**src/rtl/salu_retire_if.sv**
```systemverilog
// Decoded SALU instruction bundle plus operand readback, offered to the retire stage.
// Producer holds everything stable while in_valid is high and in_ready is low.
interface salu_retire_if #(
   parameter int WFID_W = 6
);
   logic              in_valid;
   logic              in_ready;
   logic [WFID_W-1:0] in_wfid;
   logic [31:0]       in_pc;
   logic [15:0]       in_simm16;
   logic [1:0]        in_sgpr_en;
   logic [8:0]        in_sgpr_addr;
   logic              in_exec_en;
   logic [1:0]        in_exec_wordsel;
   logic              in_vcc_en;
   logic [1:0]        in_vcc_wordsel;
   logic              in_m0_en;
   logic              in_scc_en;
   logic              in_exec_sgpr_cpy;
   logic [5:0]        in_branch_on_cc;
   logic [63:0]       in_result;
   logic              in_scc;
   logic [63:0]       exec_rd_data;
   logic [63:0]       vcc_rd_data;

   modport master (
      output in_valid, in_wfid, in_pc, in_simm16, in_sgpr_en, in_sgpr_addr,
             in_exec_en, in_exec_wordsel, in_vcc_en, in_vcc_wordsel, in_m0_en,
             in_scc_en, in_exec_sgpr_cpy, in_branch_on_cc, in_result, in_scc,
             exec_rd_data, vcc_rd_data,
      input  in_ready
   );

   modport slave (
      input  in_valid, in_wfid, in_pc, in_simm16, in_sgpr_en, in_sgpr_addr,
             in_exec_en, in_exec_wordsel, in_vcc_en, in_vcc_wordsel, in_m0_en,
             in_scc_en, in_exec_sgpr_cpy, in_branch_on_cc, in_result, in_scc,
             exec_rd_data, vcc_rd_data,
      output in_ready
   );
endinterface

```
**src/rtl/salu_retire.sv**
```systemverilog
// SALU retire: commits EXEC/VCC/M0/SCC and resolves branches 1 cycle after accept, then drains
// up to two SGPR dwords; stalls on sgpr_wr_ready and accepts nothing until the instruction retires.
module salu_retire #(
   parameter int WF_COUNT = 40,
   parameter int WFID_W   = 6
) (
   input  logic              clk,
   input  logic              rst_n,
   salu_retire_if.slave      dec,
   output logic              sgpr_wr_en,
   output logic [8:0]        sgpr_wr_addr,
   output logic [31:0]       sgpr_wr_data,
   input  logic              sgpr_wr_ready,
   output logic              exec_wr_en,
   output logic [1:0]        exec_wr_wordsel,
   output logic [63:0]       exec_wr_data,
   output logic              vcc_wr_en,
   output logic [1:0]        vcc_wr_wordsel,
   output logic [63:0]       vcc_wr_data,
   output logic              m0_wr_en,
   output logic [31:0]       m0_wr_data,
   output logic [WFID_W-1:0] wr_wfid,
   output logic              branch_valid,
   output logic              branch_taken,
   output logic [31:0]       branch_target,
   output logic              retire_valid,
   output logic [WFID_W-1:0] retire_wfid
);
   typedef enum logic [1:0] {IDLE, COMMIT, SGPR_LO, SGPR_HI} state_t;

   state_t              state_q, state_d;
   logic [WFID_W-1:0]   wfid_q;
   logic [31:0]         pc_q;
   logic [15:0]         simm_q;
   logic [1:0]          sgpr_en_q;
   logic [8:0]          sgpr_addr_q;
   logic                exec_en_q, vcc_en_q, m0_en_q, scc_en_q, cpy_q, scc_in_q;
   logic [1:0]          exec_ws_q, vcc_ws_q;
   logic [5:0]          cc_q;
   logic [63:0]         result_q, exec_q, vcc_q;
   logic [WF_COUNT-1:0] scc_q;

   logic                scc_cur, taken;
   logic [63:0]         src;
   logic [8:0]          hi_addr;
   logic [31:0]         target;

   assign dec.in_ready = (state_q == IDLE);

   always_ff @(posedge clk or negedge rst_n) begin
      if (!rst_n) begin
         state_q     <= IDLE;
         wfid_q      <= '0;
         pc_q        <= '0;
         simm_q      <= '0;
         sgpr_en_q   <= '0;
         sgpr_addr_q <= '0;
         exec_en_q   <= 1'b0;
         vcc_en_q    <= 1'b0;
         m0_en_q     <= 1'b0;
         scc_en_q    <= 1'b0;
         cpy_q       <= 1'b0;
         scc_in_q    <= 1'b0;
         exec_ws_q   <= '0;
         vcc_ws_q    <= '0;
         cc_q        <= '0;
         result_q    <= '0;
         exec_q      <= '0;
         vcc_q       <= '0;
         scc_q       <= '0;
      end else begin
         state_q <= state_d;
         if (dec.in_valid && dec.in_ready) begin
            wfid_q      <= dec.in_wfid;
            pc_q        <= dec.in_pc;
            simm_q      <= dec.in_simm16;
            sgpr_en_q   <= dec.in_sgpr_en;
            sgpr_addr_q <= dec.in_sgpr_addr;
            exec_en_q   <= dec.in_exec_en;
            vcc_en_q    <= dec.in_vcc_en;
            m0_en_q     <= dec.in_m0_en;
            scc_en_q    <= dec.in_scc_en;
            cpy_q       <= dec.in_exec_sgpr_cpy;
            scc_in_q    <= dec.in_scc;
            exec_ws_q   <= dec.in_exec_wordsel;
            vcc_ws_q    <= dec.in_vcc_wordsel;
            cc_q        <= dec.in_branch_on_cc;
            result_q    <= dec.in_result;
            exec_q      <= dec.exec_rd_data;
            vcc_q       <= dec.vcc_rd_data;
         end
         // Out-of-range wavefront ids match no slot, so they never touch the SCC store.
         if (state_q == COMMIT && scc_en_q) begin
            for (int i = 0; i < WF_COUNT; i++) begin
               if (wfid_q == WFID_W'(i)) scc_q[i] <= scc_in_q;
            end
         end
      end
   end

   always_comb begin
      scc_cur = 1'b0;
      for (int i = 0; i < WF_COUNT; i++) begin
         if (wfid_q == WFID_W'(i)) scc_cur = scc_q[i];
      end
   end

   assign taken = (&cc_q) | (cc_q[0] & ~scc_cur) | (cc_q[1] & scc_cur)
                | (cc_q[2] & (vcc_q == 64'd0)) | (cc_q[3] & (vcc_q != 64'd0))
                | (cc_q[4] & (exec_q == 64'd0)) | (cc_q[5] & (exec_q != 64'd0));
   assign target  = pc_q + 32'd4 + {{14{simm_q[15]}}, simm_q, 2'b00};
   assign src     = cpy_q ? exec_q : result_q;
   assign hi_addr = sgpr_en_q[0] ? sgpr_addr_q + 9'd1 : sgpr_addr_q;

   always_comb begin
      state_d         = state_q;
      sgpr_wr_en      = 1'b0;
      sgpr_wr_addr    = '0;
      sgpr_wr_data    = '0;
      exec_wr_en      = 1'b0;
      exec_wr_wordsel = '0;
      exec_wr_data    = '0;
      vcc_wr_en       = 1'b0;
      vcc_wr_wordsel  = '0;
      vcc_wr_data     = '0;
      m0_wr_en        = 1'b0;
      m0_wr_data      = '0;
      branch_valid    = 1'b0;
      branch_taken    = 1'b0;
      branch_target   = '0;
      retire_valid    = 1'b0;
      wr_wfid         = wfid_q;
      retire_wfid     = wfid_q;
      case (state_q)
         IDLE: begin
            if (dec.in_valid) state_d = COMMIT;
         end
         COMMIT: begin
            exec_wr_en      = exec_en_q;
            exec_wr_wordsel = exec_ws_q;
            exec_wr_data    = result_q;
            vcc_wr_en       = vcc_en_q;
            vcc_wr_wordsel  = vcc_ws_q;
            vcc_wr_data     = result_q;
            m0_wr_en        = m0_en_q;
            m0_wr_data      = result_q[31:0];
            branch_valid    = |cc_q;
            branch_taken    = (|cc_q) & taken;
            branch_target   = (|cc_q) ? target : 32'd0;
            if (sgpr_en_q[0]) begin
               state_d = SGPR_LO;
            end else if (sgpr_en_q[1]) begin
               state_d = SGPR_HI;
            end else begin
               retire_valid = 1'b1;
               state_d      = IDLE;
            end
         end
         SGPR_LO: begin
            sgpr_wr_en   = 1'b1;
            sgpr_wr_addr = sgpr_addr_q;
            sgpr_wr_data = src[31:0];
            if (sgpr_wr_ready) begin
               if (sgpr_en_q[1]) begin
                  state_d = SGPR_HI;
               end else begin
                  retire_valid = 1'b1;
                  state_d      = IDLE;
               end
            end
         end
         SGPR_HI: begin
            sgpr_wr_en   = 1'b1;
            sgpr_wr_addr = hi_addr;
            sgpr_wr_data = src[63:32];
            if (sgpr_wr_ready) begin
               retire_valid = 1'b1;
               state_d      = IDLE;
            end
         end
         default: state_d = IDLE;
      endcase
   end
endmodule
```
**src/flat_wrapper.sv**
```systemverilog
// flat-port wrapper written by rule: the top's interface ports become plain ports
module salu_retire_flat 
#(
   parameter int WF_COUNT = 40,
   parameter int WFID_W   = 6
)
  (clk, rst_n, sgpr_wr_en, sgpr_wr_addr, sgpr_wr_data, sgpr_wr_ready, exec_wr_en, exec_wr_wordsel, exec_wr_data, vcc_wr_en, vcc_wr_wordsel, vcc_wr_data, m0_wr_en, m0_wr_data, wr_wfid, branch_valid, branch_taken, branch_target, retire_valid, retire_wfid, dec_in_valid, dec_in_wfid, dec_in_pc, dec_in_simm16, dec_in_sgpr_en, dec_in_sgpr_addr, dec_in_exec_en, dec_in_exec_wordsel, dec_in_vcc_en, dec_in_vcc_wordsel, dec_in_m0_en, dec_in_scc_en, dec_in_exec_sgpr_cpy, dec_in_branch_on_cc, dec_in_result, dec_in_scc, dec_exec_rd_data, dec_vcc_rd_data, dec_in_ready);
  salu_retire_if #(.WFID_W(WFID_W)) dec_i ();
  input  logic clk;
  input  logic rst_n;
  output logic sgpr_wr_en;
  output logic [8:0] sgpr_wr_addr;
  output logic [31:0] sgpr_wr_data;
  input  logic sgpr_wr_ready;
  output logic exec_wr_en;
  output logic [1:0] exec_wr_wordsel;
  output logic [63:0] exec_wr_data;
  output logic vcc_wr_en;
  output logic [1:0] vcc_wr_wordsel;
  output logic [63:0] vcc_wr_data;
  output logic m0_wr_en;
  output logic [31:0] m0_wr_data;
  output logic [WFID_W-1:0] wr_wfid;
  output logic branch_valid;
  output logic branch_taken;
  output logic [31:0] branch_target;
  output logic retire_valid;
  output logic [WFID_W-1:0] retire_wfid;
  input wire logic [$bits(dec_i.in_valid)-1:0] dec_in_valid;
  input wire logic [$bits(dec_i.in_wfid)-1:0] dec_in_wfid;
  input wire logic [$bits(dec_i.in_pc)-1:0] dec_in_pc;
  input wire logic [$bits(dec_i.in_simm16)-1:0] dec_in_simm16;
  input wire logic [$bits(dec_i.in_sgpr_en)-1:0] dec_in_sgpr_en;
  input wire logic [$bits(dec_i.in_sgpr_addr)-1:0] dec_in_sgpr_addr;
  input wire logic [$bits(dec_i.in_exec_en)-1:0] dec_in_exec_en;
  input wire logic [$bits(dec_i.in_exec_wordsel)-1:0] dec_in_exec_wordsel;
  input wire logic [$bits(dec_i.in_vcc_en)-1:0] dec_in_vcc_en;
  input wire logic [$bits(dec_i.in_vcc_wordsel)-1:0] dec_in_vcc_wordsel;
  input wire logic [$bits(dec_i.in_m0_en)-1:0] dec_in_m0_en;
  input wire logic [$bits(dec_i.in_scc_en)-1:0] dec_in_scc_en;
  input wire logic [$bits(dec_i.in_exec_sgpr_cpy)-1:0] dec_in_exec_sgpr_cpy;
  input wire logic [$bits(dec_i.in_branch_on_cc)-1:0] dec_in_branch_on_cc;
  input wire logic [$bits(dec_i.in_result)-1:0] dec_in_result;
  input wire logic [$bits(dec_i.in_scc)-1:0] dec_in_scc;
  input wire logic [$bits(dec_i.exec_rd_data)-1:0] dec_exec_rd_data;
  input wire logic [$bits(dec_i.vcc_rd_data)-1:0] dec_vcc_rd_data;
  output wire logic [$bits(dec_i.in_ready)-1:0] dec_in_ready;
  assign dec_i.in_valid = dec_in_valid;
  assign dec_i.in_wfid = dec_in_wfid;
  assign dec_i.in_pc = dec_in_pc;
  assign dec_i.in_simm16 = dec_in_simm16;
  assign dec_i.in_sgpr_en = dec_in_sgpr_en;
  assign dec_i.in_sgpr_addr = dec_in_sgpr_addr;
  assign dec_i.in_exec_en = dec_in_exec_en;
  assign dec_i.in_exec_wordsel = dec_in_exec_wordsel;
  assign dec_i.in_vcc_en = dec_in_vcc_en;
  assign dec_i.in_vcc_wordsel = dec_in_vcc_wordsel;
  assign dec_i.in_m0_en = dec_in_m0_en;
  assign dec_i.in_scc_en = dec_in_scc_en;
  assign dec_i.in_exec_sgpr_cpy = dec_in_exec_sgpr_cpy;
  assign dec_i.in_branch_on_cc = dec_in_branch_on_cc;
  assign dec_i.in_result = dec_in_result;
  assign dec_i.in_scc = dec_in_scc;
  assign dec_i.exec_rd_data = dec_exec_rd_data;
  assign dec_i.vcc_rd_data = dec_vcc_rd_data;
  assign dec_in_ready = dec_i.in_ready;
  salu_retire #(.WF_COUNT(WF_COUNT), .WFID_W(WFID_W)) u_core (.clk(clk), .rst_n(rst_n), .dec(dec_i), .sgpr_wr_en(sgpr_wr_en), .sgpr_wr_addr(sgpr_wr_addr), .sgpr_wr_data(sgpr_wr_data), .sgpr_wr_ready(sgpr_wr_ready), .exec_wr_en(exec_wr_en), .exec_wr_wordsel(exec_wr_wordsel), .exec_wr_data(exec_wr_data), .vcc_wr_en(vcc_wr_en), .vcc_wr_wordsel(vcc_wr_wordsel), .vcc_wr_data(vcc_wr_data), .m0_wr_en(m0_wr_en), .m0_wr_data(m0_wr_data), .wr_wfid(wr_wfid), .branch_valid(branch_valid), .branch_taken(branch_taken), .branch_target(branch_target), .retire_valid(retire_valid), .retire_wfid(retire_wfid));
endmodule
```
**config.mk**
```make
export PLATFORM = sky130hd
export DESIGN_NAME = salu_retire_flat
export DESIGN_NICKNAME = d
export VERILOG_FILES = /design/src/rtl/salu_retire_if.sv /design/src/rtl/salu_retire.sv /design/src/flat_wrapper.sv
export SDC_FILE = /design/constraint.sdc
export NUM_CORES = 1
export LEC_CHECK = 0
export ABC_AREA = 1
export CORE_MARGIN = 10
export CORE_UTILIZATION = 47
export DETAILED_ROUTE_END_ITERATION = 12
export PLACE_DENSITY = 0.81
export SLEW_MARGIN = 25
export SYNTH_ARGS = -nofsm -noshare
export SYNTH_HDL_FRONTEND = slang
export SYNTH_SLANG_ARGS = --single-unit
export TNS_END_PERCENT = 10
```
**constraint.sdc**
```tcl
create_clock -name clk -period 4.9 [get_ports clk]
set_input_delay 0.49 -clock clk [delete_from_list [all_inputs] [get_ports clk]]
set_output_delay 0.49 -clock clk [all_outputs]
set_load 0.03 [all_outputs]
```
After elaboration in Yosys (flattened, before gate mapping). Cells that the tools add are included. W data, S select, Z words.

Register bits: 315. Logic and storage cells: 239. Output and inout bits: 257. Input bits: 277.

Mux-type cells: 67. Eq/ne operators: 45. Add/sub/neg operators: 3. Reductions and logical operators: 52. Bitwise logic cells: 14.

Operator list (number): $logic_not A64 Y1 (2); $mux W64 (2); $reduce_bool A64 Y1 (2); $eq A6 B5 Y1 const B (16); $mux W32 (3); $reduce_and A2 Y1 (40); $pmux W32 S2 (1); $mux W1 (50); $eq A6 B4 Y1 const B (8); $eq A6 B6 Y1 const B (8); $add A32 B3 Y32 const B (1); $add A32 B32 Y32 (1); $eq A6 B3 Y1 const B (4); $pmux W9 S2 (1); $mux W2 (7); $eq A6 B2 Y1 const B (2); $add A9 B1 Y9 const B (1); $mux W9 (1); $pmux W2 S4 (1); $and A1 B1 Y1 (7); $eq A6 B1 Y1 const B (1); $logic_not A6 Y1 (1); $ne A2 B2 Y1 const B (3); $or A1 B1 Y1 (6); other kinds (10) (12).

Depth between registers and ports, before layout. Gate-level depths: netlist (run 1).

Depth after elaboration: 51. Gate-level depth with buffers: 34. Depth with buffers taken out: 34.

Worst setup path before layout (run 1). No wires, ideal clock.

Kind: register to output. From: reg u_core.simm_q[1]. To: out branch_target[27]. Path slack: 852 ps. Arrival: 3558 ps. Required time: 4410 ps. Cell stages (with the launch flop): 31. Buffers on the path: 0. Cell sequence: dfrtp_1 ha_1 ha_1 inv_1 fa_1 inv_1 nand3_1 nand2_1 nand2_1 nand2_1 a21oi_2 nor2_2 nor2_2 o21bai_2 inv_2 o21a_1 o21ai_2 a21oi_2 nor2_1 o21ai_1 nand2_1 nand2_1 inv_2 o21ai_2 nand2_2 nand3_2 nand2_2 nand3_2 nand2_2 o21ai_0 a21oi_1.

Cells in the longest elaborated chain, start to end: 3.

Ends and longest elaborated chain: start, declared (line salu_retire.sv:34) `logic [15:0] simm_q;`; start signal, assigned (line salu_retire.sv:76) `simm_q <= dec.in_simm16;`; $add A32 B32 Y32 (line salu_retire.sv:111) `assign target = pc_q + 32'd4 + {{14{simm_q[15]}}, simm_q, 2'b00};`; $mux W32 (line salu_retire.sv:149) `branch_target = (|cc_q) ? target : 32'd0;`; $mux W32 (line salu_retire.sv:134) `case (state_q)`; end, declared (line flat_wrapper.sv:26) `output logic [31:0] branch_target;`.

Every way passes these cells.

Final worst setup path (run 1).
From: reg u_core.pc_q[3]. To: out branch_target[31].

Cells in the longest elaborated chain, start to end: 4.

Ends and longest elaborated chain: start, declared (line salu_retire.sv:33) `logic [31:0] pc_q;`; start signal, assigned (line salu_retire.sv:75) `pc_q <= dec.in_pc;`; $add A32 B3 Y32 (line salu_retire.sv:111); $add A32 B32 Y32 (line salu_retire.sv:111); $mux W32 (line salu_retire.sv:149); $mux W32 (line salu_retire.sv:134).

Every way passes these cells.

==> results_dict.tcl, run 1 <==
set metrics [dict create \
    outcome "completed" \
    grt_overflow_total 0 \
    path_buf_inv 5 \
    placed_cells 3044 \
    rows 69 \
    synthArstFlopShare_pct 100 \
    min_period_ns 4.82 \
    antenna_left 0 \
    sw_frac_of_total_pct 47.9 \
    cap_violations 0 \
    post-route-period-util_pct 98.3 \
    htreeDepth 2 \
    hold_viol 0 \
    finish.utilization_pct 65.3 \
    drt-total-wl_microns 64900 \
    die_w_microns 210 \
    vias 16800 \
    comb_power_share_pct 55.5 \
    grt_pass1_vias 16600 \
    synth_edf_count 0 \
    setup_viol 0 \
    max-slew-margin-rel_pct 28.5 \
    cp_slowest_stage_delay_ns 0.38 \
    vdd_drop_max_mv 0.439 \
    start_kind "flip-flop" \
    track_usage_pct 28.0 \
    antenna_found_initial 11 \
    drive_gt1_share_pct 4.86 \
    syn_avg_cell_area_sq_um 7.56 \
    grt_pass1_wl_microns 96900 \
    rsz0062_at_grt "true" \
    first_pass_iters 5 \
    area_growth_pct 37.1 \
    synth_largest_area_cell "dfrtp_1" \
    fin_worst_skew_ns 0.0155 \
    cts.sinks 315 \
    synthesis.nets 2576 \
    max_freq_ghz 0.208 \
    num_io_pins 534 \
    cp.required_ns 4.41 \
    post-dp-hpwl_microns 49200 \
    numCtsBuffers 37 \
    clk_latency_ns 0.52 \
    first_iter_violations 1676 \
    endpoint_kind "primary output" \
    port-buffer-count 533 \
    die_height_microns 210 \
    ys_top_cells_by_area "dfrtp_1 (47%), nand2_1 (16%), o21ai_0 (5.9%), nor2_1 (4.7%), buf_4 (4.5%)" \
    p_leak_nw 10.9 \
    power.share.sequential_pct 27.7 \
    critPathKind "flip-flop to primary output" \
    die_area_sq_um 44000 \
    synth_warnings 0 \
    stdcell_count 3126 \
    fp.coreArea_sq_um 35600 \
    cts.path.max_buffers 3 \
    crit_arrival_ns 4.33 \
    synthesis.instances 2240 \
    clock-root-buffer "clkbuf_16" \
    critPathTopFamily "simple AND/OR/NAND/NOR gates" \
    min_path_type "primary input to asynchronous set/reset pin" \
    clock_power_share_pct 16.8 \
    synth_top_cell_area_share_pct 46.5 \
    cts_tree "yes" \
    path_max_fanout 4 \
    wire_per_inst_microns 20.8 \
    tightest_slew_ns 1.07 \
    slew_violations 0 \
    p_int_w 0.00876 \
    path_clk_slew_ns 0.06 \
    yosysSeqAreaShare_pct 46.5 \
    gp_congestion 0.954 \
    synth_commonest_cells "nand2_1 (738), dfrtp_1 (315), nor2_1 (211), o21ai_0 (198), inv_1 (189)" \
    critPathSlowestCell "dfrtp_1" \
    initial_utilization_pct 47.6 \
    ys.flop_type "dfrtp_1" \
    grt_max_degree 261 \
    power_density_nw_per_um2 724 \
    drc 0 \
    yosys.cell_count.top_type "nand2_1" \
    synth_area_sq_um 16900 \
    critPathMostFrequentCell "nand2_2" \
    holdBufCountCts 0 \
    nets 2967 \
    synth.distinct_cells 40 \
    p_sw_w 0.00804 \
    synth.ff_latch_count 315 \
    avgViaCountPerCell 5.37 \
]
timing repair:
item | in CTS | in global routing
resized for setup | 19 | 44
buffers inserted | 0 | 9
pin swaps | 0 | 13
endpoints found under the setup margin | 10 | 16
state kept, by name, summed over array words and instances, names as in the netlist, 9 cells and up:
| signal | flops |
|---|---|
| u_core.exec_q | 64 |
| u_core.result_q | 64 |
| u_core.vcc_q | 64 |
| u_core.scc_q | 40 |
| u_core.pc_q | 32 |
| u_core.simm_q | 16 |
| u_core.sgpr_addr_q | 9 |
per-layer routing:
layer	wire length [microns]	up-vias	global-route usage [%]
met5	31	-	0
met4	2880	4	12.8
met3	5710	129	6.40
met2	31300	769	46.1
met1	25000	8005	34.4
li1	-	7868	-
stage by stage:
| step | instance area [sq um] | setup TNS, ns | power [W] | worst slack (ns) | hold WS, ns |
|---|---|---|---|---|---|
| 2_1_floorplan | 16900 | 0 | 0.0105 | 0.852 | 0.194 |
| 5_1_grt | 23200 | -0.911 | 0.0179 | -0.249 | 0.110 |
| 4_1_cts | 23100 | -0.180 | 0.0167 | -0.180 | 0.0712 |
| 3_3_place_gp | 21900 | 0 | 0.0136 | 0.189 | 0.455 |
| 6_report | 23200 | 0 | 0.0168 | 0.0827 | 0.0138 |
| 3_5_place_dp | 21900 | 0 | 0.0138 | 0.105 | 0.459 |
layout by cell type, fill, tap and decap left out, types with 25 or more instances in the layout:
cell             count
nand2_1            733
clkdlybuf4s50_1    517
dfrtp_1            314
nor2_1             209
o21ai_0            197
inv_1              184
a21oi_1            128
ha_1                56
clkbuf_16           37
nor4_1              34
a31oi_1             31
nand4_1             28
buf_4               25
cell families after synthesis:
logic type      synth area share [%]
buf+inv                         11.1
fa+ha+maj                       4.40
simple gates                    25.0
xor+xnor                       0.259
compound gates                  12.7
flops                           46.5
power by group through the flow:
stage                     sequential, W  clock [W]  combinational (W)
after floorplan                 0.00440          0            0.00606
after global placement          0.00459          0            0.00901
after detailed placement        0.00464          0            0.00917
after CTS                       0.00462    0.00285            0.00920
after global routing            0.00477    0.00296             0.0101
final                           0.00465    0.00283            0.00933
cell type report:
cell class	instances	area, sq um
Multi-Input combinational cell	1525	7220
Fill cell	2971	12300
Tap cell	461	577
Clock buffer	52	1050
Timing Repair Buffer	558	5560
Sequential cell	315	7880
Antenna cell	9	22.5
Inverter	194	734
Clock inverter	12	173
final timing paths:
check,start,to,slack (ns),cells past startpoint
min,rst_n,u_core.vcc_q[14],0.01,1
max reg2reg,u_core.state_q[1],u_core.scc_q[3],2.32,9
min in group clk,u_core.vcc_q[42],u_core.vcc_q[42],0.47,2
min reg2reg,u_core.vcc_q[42],u_core.vcc_q[42],0.47,2
max in group asynchronous,rst_n,u_core.cpy_q,3.58,2
max,u_core.pc_q[3],branch_target[31],0.08,33
(Power assumes the default switching activity.)
==> run 2: changes to the inputs <==
CTS_CLUSTER_DIAMETER = 80   (was not set)
SLEW_MARGIN = 15   (was 25)
==> run 2 against run 1 <==
  * Sequential share of layout area stayed put
  * Non-clock buffer count did not move
  * Die area stayed put
  * Final area unchanged
  * Clock power is essentially flat
  * Critical endpoint unchanged
==> results_dict.tcl, run 2 (synthesis gave the netlist of run 1 again) <==
set metrics [dict create \
    track_usage_pct 28.0 \
    die_height_microns 210 \
    antenna_left 0 \
    sw_frac_of_total_pct 47.9 \
    area_growth_pct 37.1 \
    grt_pass1_wl_microns 96900 \
    fillers 2971 \
    initial_utilization_pct 47.6 \
    outcome "completed" \
    max_freq_ghz 0.208 \
    nets 2967 \
    endpoint_kind "primary output" \
    clock_power_share_pct 16.8 \
    cap_violations 0 \
    gp_congestion 0.954 \
    min_period_ns 4.82 \
    p_int_w 0.00876 \
    rows 69 \
    die_area_sq_um 44000 \
    path_buf_inv 5 \
    clock-root-buffer "clkbuf_16" \
    power.share.sequential_pct 27.7 \
    placed_cells 3044 \
    stdcell_count 3126 \
    slew_violations 0 \
    power_density_nw_per_um2 724 \
    numCtsBuffers 37 \
    drive_gt1_share_pct 4.82 \
    critPathKind "flip-flop to primary output" \
    grt_overflow_total 0 \
    fin_worst_skew_ns 0.0156 \
    num_io_pins 534 \
    p_leak_nw 10.9 \
    path_clk_slew_ns 0.06 \
    clk_latency_ns 0.52 \
    post-dp-hpwl_microns 49200 \
    min_path_type "primary input to asynchronous set/reset pin" \
    postPlaceCellArea_sq_um 21900 \
    holdBufCountCts 0 \
    die_w_microns 210 \
    max-slew-margin-rel_pct 20.1 \
    cts_tree "yes" \
    critPathMostFrequentCell "nand2_2" \
    wire_per_inst_microns 20.8 \
    cp_slowest_stage_delay_ns 0.38 \
    stdcell_area_sq_um 23200 \
    final_common_cell "nand2_1" \
    hold_viol 0 \
    first_iter_violations 1678 \
    critPathTopFamily "simple AND/OR/NAND/NOR gates" \
    crit_arrival_ns 4.33 \
    layout_common_cells "nand2_1 (733), clkdlybuf4s50_1 (517), dfrtp_1 (314)" \
    port-buffer-count 533 \
    grt_pass1_vias 16600 \
    vdd_drop_max_mv 0.439 \
    first_pass_iters 6 \
    antenna_found_initial 11 \
    cts.path.max_buffers 3 \
    vias 16700 \
    cts.sinks 315 \
    start_kind "flip-flop" \
    drc 0 \
    cp.required_ns 4.41 \
    p_sw_w 0.00805 \
    htreeDepth 2 \
    path_max_fanout 4 \
    rsz0062_at_grt "true" \
    drt-total-wl_microns 64900 \
    setup_viol 0 \
    critPathSlowestCell "dfrtp_1" \
    reg_top3 "u_core.exec_q (64), u_core.result_q (64), u_core.vcc_q (64)" \
    comb_power_share_pct 55.5 \
    tightest_slew_ns 1.20 \
    avgViaCountPerCell 5.36 \
    post-route-period-util_pct 98.3 \
    grt_max_degree 261 \
    fp.coreArea_sq_um 35600 \
]
-- run 2: stage by stage --
| step | setup slack (ns) | power, W | utilization [%] | setup TNS (ns) | hold slack (ns) |
|---|---|---|---|---|---|
| finish | 0.0826 | 0.0168 | 65.3 | 0 | 0.0136 |
| global route | -0.249 | 0.0179 | 65.3 | -0.911 | 0.110 |
| CTS | -0.180 | 0.0167 | 64.9 | -0.180 | 0.0712 |
| detailed placement | 0.105 | 0.0138 | 61.5 | 0 | 0.459 |
| global placement | 0.189 | 0.0136 | 61.5 | 0 | 0.455 |
| floorplan | 0.852 | 0.0105 | - | 0 | 0.194 |
-- run 2: final cells by class --
class	count	area [sq um]	area share, %
diodes	9	22.5	0.0970
inverters	194	734	3.16
clock inverters	12	173	0.744
flip-flops and latches	315	7880	33.9
repair buffers	558	5560	23.9
well taps	461	577	2.48
clock buffers	52	1050	4.53
multi-input cells	1525	7220	31.1
-- run 2: power by group through the flow --
stage	combinational [W]	clock, W	sequential (W)
6_report	0.00933	0.00283	0.00465
5_1_grt	0.0101	0.00296	0.00477
4_1_cts	0.00920	0.00285	0.00462
3_5_place_dp	0.00917	0	0.00464
3_3_place_gp	0.00901	0	0.00459
2_1_floorplan	0.00606	0	0.00440
-- run 2: what timing repair did --
action                                 CTS  global route
setup endpoints to repair               10            16
buffers inserted                         0             9
gates resized for setup                 19            44
pin swaps                                0            13
endpoints found under the hold margin    0             0
-- run 2: worst paths after layout --
check / startpoint / end / slack [ns] / cells past startpoint
min in group clk: u_core.vcc_q[42] / u_core.vcc_q[42] / 0.47 / 2
worst min register to register: u_core.vcc_q[42] / u_core.vcc_q[42] / 0.47 / 2
worst min-delay path: rst_n / u_core.vcc_q[14] / 0.01 / 1
worst max-delay path: u_core.pc_q[3] / branch_target[31] / 0.08 / 33
max in group asynchronous: rst_n / u_core.cpy_q / 3.59 / 2
worst max register to register: u_core.state_q[1] / u_core.scc_q[3] / 2.32 / 9
-- run 2: per-layer routing --
layer	share of wire [%]	global-route usage, %
met1	39	34.4
met2	48	46.1
met3	8.7	6.40
met4	4.4	12.8
met5	0.048	0
==> run 3: changes to the inputs <==
PLACE_DENSITY = not set   (was 0.81)
PLACE_DENSITY_LB_ADDON = 0.3   (was not set)
==> run 3 against run 2 <==
  * Highest routed layer unchanged
  * Worst setup slack improved by 0.034 ns
  * Clock power decreased by 5%
  * Non-clock buffer count decreased by 8
  * Final cell count decreased by 0.19%
  * Register-to-register slack got worse by 0.35 ns
  * Wire length decreased by 5.2%
  * Sequential share of layout area increased by 0.17 points
  * Die area unchanged
  * Clock skew decreased by 0.0040 ns
  * Critical path depth unchanged
  * Sequential power decreased by 2%
==> results_dict.tcl, run 3 (synthesis gave the netlist of run 1 again) <==
set metrics [dict create \
    outcome "completed" \
    power_density_nw_per_um2 710 \
    fillers 3044 \
    grt_pass1_vias 16300 \
    initial_utilization_pct 47.6 \
    r2r_start "u_core.state_q[1]" \
    first_iter_violations 1378 \
    die_w_microns 210 \
    post-route-period-util_pct 97.6 \
    post-dp-hpwl_microns 47000 \
    avgViaCountPerCell 5.26 \
    vias 16400 \
    crit_arrival_ns 4.29 \
    die_height_microns 210 \
    min_path_type "flip-flop to flip-flop" \
    max-slew-margin-rel_pct 25.2 \
    rrSetupSlack_ns 1.97 \
    cp_slowest_stage_delay_ns 0.38 \
    track_usage_pct 26.9 \
    slew_violations 0 \
    stdcell_count 3120 \
    critPathMostFrequentCell "nand2_1" \
    cap_violations 0 \
    clock-root-buffer "clkbuf_16" \
    p_leak_nw 10.8 \
    clk_latency_ns 0.51 \
    critPathKind "flip-flop to primary output" \
    path_max_fanout 4 \
    tightest_slew_ns 1.11 \
    first_pass_iters 5 \
    fin_worst_skew_ns 0.0116 \
    grt_pass1_wl_microns 93500 \
    min_to "u_core.vcc_q[34]" \
    port-buffer-count 533 \
    numCtsBuffers 36 \
    wire_per_inst_microns 19.7 \
    cts_tree "yes" \
    antenna_found_initial 13 \
    reg2regPathDepth 7 \
    setup_viol 0 \
    layout_common_cells "nand2_1 (735), clkdlybuf4s50_1 (516), dfrtp_1 (314)" \
    num_io_pins 534 \
    cp.required_ns 4.41 \
    grt_overflow_total 0 \
    antenna_left 0 \
    nets 2958 \
    cts.sinks 315 \
    reg_top3 "u_core.exec_q (64), u_core.result_q (64), u_core.vcc_q (64)" \
    drc 0 \
    rows 69 \
    grt_max_degree 184 \
    path_clk_slew_ns 0.06 \
    cts.path.max_buffers 3 \
    area_growth_pct 36.4 \
    max_freq_ghz 0.209 \
    regToRegEndpoint "u_core.exec_q[60]" \
    finish.utilization_pct 65.0 \
    vdd_drop_max_mv 0.446 \
    fp.coreArea_sq_um 35600 \
    placed_cells 3042 \
    gp_congestion 0.924 \
    holdWs_ns 0.472 \
    rsz0062_at_grt "true" \
    critPathSlowestCell "dfrtp_1" \
    start_kind "flip-flop" \
    die_area_sq_um 44000 \
    drt-total-wl_microns 61500 \
    htreeDepth 2 \
    min_period_ns 4.78 \
    endpoint_kind "primary output" \
    hold-path-cell-count 2 \
    drive_gt1_share_pct 4.31 \
    hold_start "u_core.vcc_q[34]" \
    final_common_cell "nand2_1" \
    hold_viol 0 \
]
## run 3: area by class of cell
cell class | instances | area [sq um] | share of cell area, %
sequential | 315 | 7880 | 34.1
multi-input combinational | 1525 | 7200 | 31.2
timing repair buffer | 550 | 5500 | 23.8
clock buffer | 49 | 1010 | 4.38
inverter | 194 | 734 | 3.18
tap | 461 | 577 | 2.50
clock inverter | 15 | 166 | 0.720
antenna | 11 | 27.5 | 0.119
## run 3: worst max-delay path by stage
stage / startpoint / end / slack, ns
final: u_core.simm_q[1] / branch_target[31] / 0.12
after global routing: u_core.pc_q[3] / branch_target[31] / -0.21
after CTS: u_core.simm_q[1] / branch_target[31] / -0.14
after detailed placement: u_core.simm_q[1] / branch_target[31] / 0.12
after global placement: u_core.simm_q[1] / branch_target[31] / 0.16
after floorplan: u_core.simm_q[1] / branch_target[27] / 0.85
## run 3: worst max-delay path, delay by kind of cell, from the launching register on
family,cells,cell delay (ns)
compound gates,9,1.03
fa+ha+maj,3,0.80
buf+inv,5,0.37
flops,1,0.38
simple gates,16,1.19
## run 3: routing by layer
layer	track usage, %	vias up	share of wire, %
met5	0	-	0.059
met4	10.2	6	3.5
met3	7.14	101	7.8
met2	45.7	593	50
met1	31.9	7817	39
li1	-	7881	-
## run 3: where the power goes
part,leakage [nW],internal (W),switching (W),total [W]
Combinational,6.31,0.00320,0.00593,0.00913
Sequential,3.96,0.00379,0.000780,0.00458
Clock,0.577,0.00161,0.00109,0.00270
## run 3: repair_timing
item                                    CTS  global route
pin swaps                                 0             2
endpoints found under the setup margin    8            16
resized for setup                        15            41
hold buffers                              1             0
setup buffers                             0             2
hold endpoints to repair                 57             0
## run 3: stage by stage
stage / setup TNS (ns) / setup WS [ns] / total power, W / cell area [sq um]
2_1_floorplan: 0 / 0.852 / 0.0105 / 16900
3_3_place_gp: 0 / 0.162 / 0.0135 / 21900
3_5_place_dp: 0 / 0.116 / 0.0137 / 21900
4_1_cts: -0.138 / -0.138 / 0.0164 / 23000
5_1_grt: -0.628 / -0.206 / 0.0176 / 23100
6_report: 0 / 0.117 / 0.0164 / 23100
